### config.mk
export PLATFORM = sky130hd
export DESIGN_NAME = ssd1306_spi_arbiter
export DESIGN_NICKNAME = d
export VERILOG_FILES = /design/src/rtl/ssd1306_spi_arbiter.sv
export SDC_FILE = /design/constraint.sdc
export NUM_CORES = 1
export LEC_CHECK = 0
export CAP_MARGIN = 15
export CORE_ASPECT_RATIO = 0.6
export CORE_UTILIZATION = 50
export DETAILED_ROUTE_END_ITERATION = 7
export GPL_ROUTABILITY_DRIVEN = 0
export PLACE_DENSITY = 0.81
export SYNTH_ARGS = -nofsm -noshare
export SYNTH_HDL_FRONTEND = slang
export SYNTH_SLANG_ARGS = --single-unit
### constraint.sdc
create_clock -name clk_50M -period 2.8 [get_ports clk_50M]
set_input_delay 0.56 -clock clk_50M [delete_from_list [all_inputs] [get_ports clk_50M]]
set_output_delay 0.56 -clock clk_50M [all_outputs]
set_load 0.02 [all_outputs]
### src/rtl/ssd1306_spi_arbiter.sv
// Arbitrates one spi_master between a command source (D/C=0) and a data source (D/C=1).
// Optional WAIT watchdog with sticky err: define SSD1306_ARB_TIMEOUT_EN.
module ssd1306_spi_arbiter #(
    parameter int DC_SETUP       = 2,
    parameter int GAP_CYCLES     = 1,
    parameter int MAX_BURST      = 16,
    parameter int TIMEOUT_CYCLES = 4096
) (
    input  logic       clk_50M,
    input  logic       rst_n,
    input  logic       cmd_valid,
    input  logic [7:0] cmd_data,
    output logic       cmd_ready,
    input  logic       dat_valid,
    input  logic [7:0] dat_data,
    input  logic       dat_last,
    output logic       dat_ready,
    output logic       spi_wr,
    output logic [7:0] spi_data,
    input  logic       spi_done,
    output logic       oled_dc,
    output logic       busy,
    output logic       err
);

    typedef enum logic [2:0] {IDLE, SETUP, SEND, WAIT, GAP} state_t;

    state_t      state;
    logic [15:0] cnt;
    logic        locked;
    logic [7:0]  burst_cnt;
    logic        preempt;
    logic        wd_expire;
    logic        byte_done;

    generate
        if (DC_SETUP < 1 || DC_SETUP > 65536 || GAP_CYCLES < 0 || GAP_CYCLES > 65536 ||
            MAX_BURST < 1 || TIMEOUT_CYCLES < 1 || TIMEOUT_CYCLES > 65535) begin : g_bad_param
            $error("ssd1306_spi_arbiter: parameter out of range");
        end
    endgenerate

    // A command may break a locked burst only once the fairness limit is reached
    assign preempt   = locked & cmd_valid & ({24'd0, burst_cnt} >= MAX_BURST);
    assign cmd_ready = rst_n & (state == IDLE) & cmd_valid & (!locked | preempt);
    assign dat_ready = rst_n & (state == IDLE) & dat_valid & !cmd_ready;
    assign busy      = (state != IDLE) | locked;
    assign byte_done = ((state == SEND || state == WAIT) & spi_done) | wd_expire;

`ifdef SSD1306_ARB_TIMEOUT_EN
    logic [15:0] wd;
    logic        err_q;

    assign wd_expire = (state == WAIT) & !spi_done & (wd == 16'(TIMEOUT_CYCLES - 1));
    assign err       = err_q;

    always_ff @(posedge clk_50M or negedge rst_n) begin
        if (!rst_n) begin
            wd    <= '0;
            err_q <= 1'b0;
        end else begin
            wd    <= (state == WAIT) ? wd + 16'd1 : 16'd0;
            err_q <= err_q | wd_expire;
        end
    end
`else
    assign wd_expire = 1'b0;
    assign err       = 1'b0;
`endif

    always_ff @(posedge clk_50M or negedge rst_n) begin
        if (!rst_n) begin
            state     <= IDLE;
            cnt       <= '0;
            locked    <= 1'b0;
            burst_cnt <= '0;
            spi_wr    <= 1'b0;
            spi_data  <= 8'h00;
            oled_dc   <= 1'b0;
        end else begin
            spi_wr <= 1'b0;
            case (state)
                IDLE: begin
                    if (cmd_ready) begin
                        spi_data <= cmd_data;
                        oled_dc  <= 1'b0;
                        cnt      <= 16'(DC_SETUP - 1);
                        state    <= SETUP;
                        if (preempt) begin
                            locked    <= 1'b0;
                            burst_cnt <= '0;
                        end
                    end else if (dat_ready) begin
                        spi_data <= dat_data;
                        oled_dc  <= 1'b1;
                        cnt      <= 16'(DC_SETUP - 1);
                        state    <= SETUP;
                        if (dat_last) begin
                            locked    <= 1'b0;
                            burst_cnt <= '0;
                        end else begin
                            locked <= 1'b1;
                            if (burst_cnt != 8'hFF) burst_cnt <= burst_cnt + 8'd1;
                        end
                    end
                end
                SETUP: begin
                    if (cnt == '0) begin
                        state  <= SEND;
                        spi_wr <= 1'b1;
                    end else begin
                        cnt <= cnt - 16'd1;
                    end
                end
                SEND, WAIT: begin
                    if (byte_done) begin
                        if (GAP_CYCLES == 0) begin
                            state <= IDLE;
                        end else begin
                            state <= GAP;
                            cnt   <= 16'(GAP_CYCLES - 1);
                        end
                        // A stalled engine abandons the burst so commands are not starved
                        if (wd_expire) begin
                            locked    <= 1'b0;
                            burst_cnt <= '0;
                        end
                    end else begin
                        state <= WAIT;
                    end
                end
                GAP: begin
                    if (cnt == '0) state <= IDLE;
                    else           cnt   <= cnt - 16'd1;
                end
                default: state <= IDLE;
            endcase
        end
    end

endmodule

==> results.yml <==
run_status:
  status: "finished clean"
power:
  peakVddDrop_v: 0.0005747
  power_density_nw_per_um2: 1119
  sw_frac_of_total_pct: 42.90
  leakagePower_nw: 1.164
  power_frac_comb_pct: 51.8
  intPower_mw: 1.772
  p_clk_share_pct: 18.2
  power_frac_seq_pct: 30.0
  power_switching_mw: 1.331
sta:
  setup_viol: 0
  relSlewSlack_pct: 52.19
  rsz0062_at_grt: "no"
  fin_worst_skew_ns: 0.009441
  fin_tns_setup_ns: 0
  fin_crit_sh_pct: 92.88
  final.min_clock_period_ns: 2.601
  worst_pin_slew_ns: 0.7170
  slew_violations: 0
  max_freq_mhz: 384.5
  hold_viol: 0
logic_synthesis:
  synthesis.area_um2: 2198
  yosysUniqueCellTypes: 49
  async_reset_ff_share_pct: 100.0
  syn_avg_cell_area_um2: 8.689
  synth_flop_cell: "dfrtp_1"
  yosysSeqAreaShare_pct: 43.26
  synth_edf_count: 0
  synth_area_leaders: "dfrtp_1 43%, a21oi_1 5.2%, o21ai_0 5.2%"
  synth_nets: 278
  synth_largest_area_cell: "dfrtp_1"
  synth_top_area_share_pct: 43.26
  ys_ff_latch: 38
  syn_inst: 253
  yosys_warnings: 0
routing:
  drc: 0
  drt_iter0_markers: 200
  via_count: 2045
  wl_mm: 5.292
  wire_per_inst_um: 14.95
  antenna_left: 0
  via_per_inst: 5.777
  dr.pass1.iters: 4
final_layout:
  drive_gt1_share_pct: 9.524
  fillers: 349
  area_growth_pct: 26.07
  register_area_um2: 950.9
  insertedDiodeCount: 0
  multi_input_area_um2: 1135
  design_area_um2: 2771
  final_nets: 318
clocking:
  clk-insertion-delay-late_ns: 0.30
  clockBufferDepth: 2
  tritoncts: "built"
  clockRootBuffer: "clkbuf_8"
  clkTransAtPathRegs_ns: 0.08
  cts.htree.levels: 2
  cts_buffers: 5
  clkSinkCount: 38
  cts_setup_buffers: 0
worst_setup_path:
  critPathMaxFanout: 40
  worstSetupEndpointType: "output pin"
  arrival_ns: 2.04
  reg2reg_from: "cnt[7]"
  required_ns: 2.24
  critPathKind: "input pin to output pin"
  critPathLaunch: "rst_n"
  r2r_slack_ns: 0.49
  startpoint_type: "input pin"
global_route:
  grt_overflow: 0
  met1_usage_pct: 34.90
  grt-busiest-layer: "met2"
  met3_usage_pct: 7.956
  grt_util_all_layers_pct: 25.94
  grt_pass1_wl_mm: 8.845
  met2_usage_pct: 40.23
  grt_max_degree: 41
  grt_pass1_vias: 1882
  antenna_found_initial: 0
floorplan:
  die_x_um: 87.60
  die-area_um2: 4674
  start_util_pct: 52.76
  dieHeight_um: 53.36
  ios: 36
  rows: 18
  core_area_um2: 4167
flow_run:
  cap_violations: 0
place:
  dp_hpwl_mm: 3.666
  post_dp_cell_area_um2: 2621
  portBuffers: 34
worst_hold_path:
  hp-class: "input pin to asynchronous set/reset pin"
[per-layer routing]
metal	share of wire [%]	routed length, um
met1	51	2714
met5	0	0
met2	40	2130
met3	6.7	353
met4	1.8	93
[placed cells by master (no fill, tap or decap), types with 10 or more instances in the layout]
cell type	count
dfrtp_1	38
clkdlybuf4s50_1	32
nor2_1	29
a21oi_1	23
o21ai_0	23
nand3_1	13
inv_1	12
nand2_1	12
buf_4	12
nor3_1	10
[worst max-delay path, stage by stage]
cell	delay, ns
buf_2	0.10
buf_4	0.44
nand4b_1	0.20
nor2_1	0.12
clkdlybuf4s50_1	0.61
[flip-flops by register name, indices dropped and copies added (netlist names)]
signal / flops
cnt: 16
burst_cnt: 8
spi_data: 8
state: 3
locked: 1
oled_dc: 1
spi_wr: 1
[cell usage after synthesis, drive strengths merged (3+ instances only)]
library cell / count
nand2: 12
o22ai: 5
a21oi: 23
ha: 3
nand2b: 6
o211ai: 3
o21ai: 24
or4: 5
buf: 7
nor3: 10
nand3: 13
inv: 12
clkbuf: 6
a211oi: 4
dfrtp: 38
mux2i: 8
or3: 6
nand4: 4
nor4: 6
nor2: 29
[power by group through the flow]
stage                     combinational, mW  sequential (mW)  clock (mW)
after CTS                              1.58            0.928       0.581
final                                  1.61            0.931       0.566
after global routing                   1.79            0.964       0.607
after global placement                 1.55            0.926           0
after detailed placement               1.58            0.934           0
after floorplan                        1.05            0.985           0
[timing repair]
action                     4_1_cts  5_1_grt
setup endpoints to repair        0        7
hold buffers                     0        0
gates resized for setup          0        3
[stage by stage]
step / setup slack, ns / hold WS, ns / utilization (%) / cells / total power [mW]
floorplan: 0.6807 / 0.2644 / - / 253 / 2.034
global placement: 0.1045 / 0.4972 / 62.91 / 346 / 2.475
detailed placement: 0.01405 / 0.5082 / 62.91 / 346 / 2.513
CTS: 0.02709 / 0.3627 / 66.22 / 354 / 3.092
global route: 0.03755 / 0.3786 / 66.52 / 354 / 3.366
finish: 0.1994 / 0.3476 / 66.52 / 354 / 3.103
[area by class of cell]
| class | instances | area share (%) |
|---|---|---|
| Timing Repair Buffer | 46 | 15.44 |
| Clock buffer | 5 | 2.483 |
| Clock inverter | 3 | 2.483 |
| Multi-Input combinational cell | 190 | 40.95 |
| Inverter | 12 | 1.625 |
| Tap cell | 60 | 2.709 |
| Sequential cell | 38 | 34.31 |
[final timing paths]
| kind | to | cells past startpoint |
|---|---|---|
| max | dat_ready | 5 |
| min | spi_data[5] | 2 |
| min reg2reg | cnt[10] | 1 |
| max in group asynchronous | cnt[2] | 2 |
| min in group clk_50M | cnt[10] | 1 |
| max reg2reg | cnt[5] | 5 |
[logic make-up (layout without fill, tap and decap cells)]
group / after synthesis / in the layout / share of synthesized area [%]
and+or+nand+nor: 101 / 101 / 23.62
AOI/OAI and AO/OA: 76 / 76 / 21.63
DFF: 38 / 38 / 43.26
buffers and inverters: 25 / 66 / 5.577
muxes: 8 / 8 / 3.643
adders and majority gates: 3 / 3 / 1.708
other: 1 / 1 / 0.1706
xor gates and xnor gates: 1 / 1 / 0.3985
Note: power is estimated with default switching activity, not from simulation.
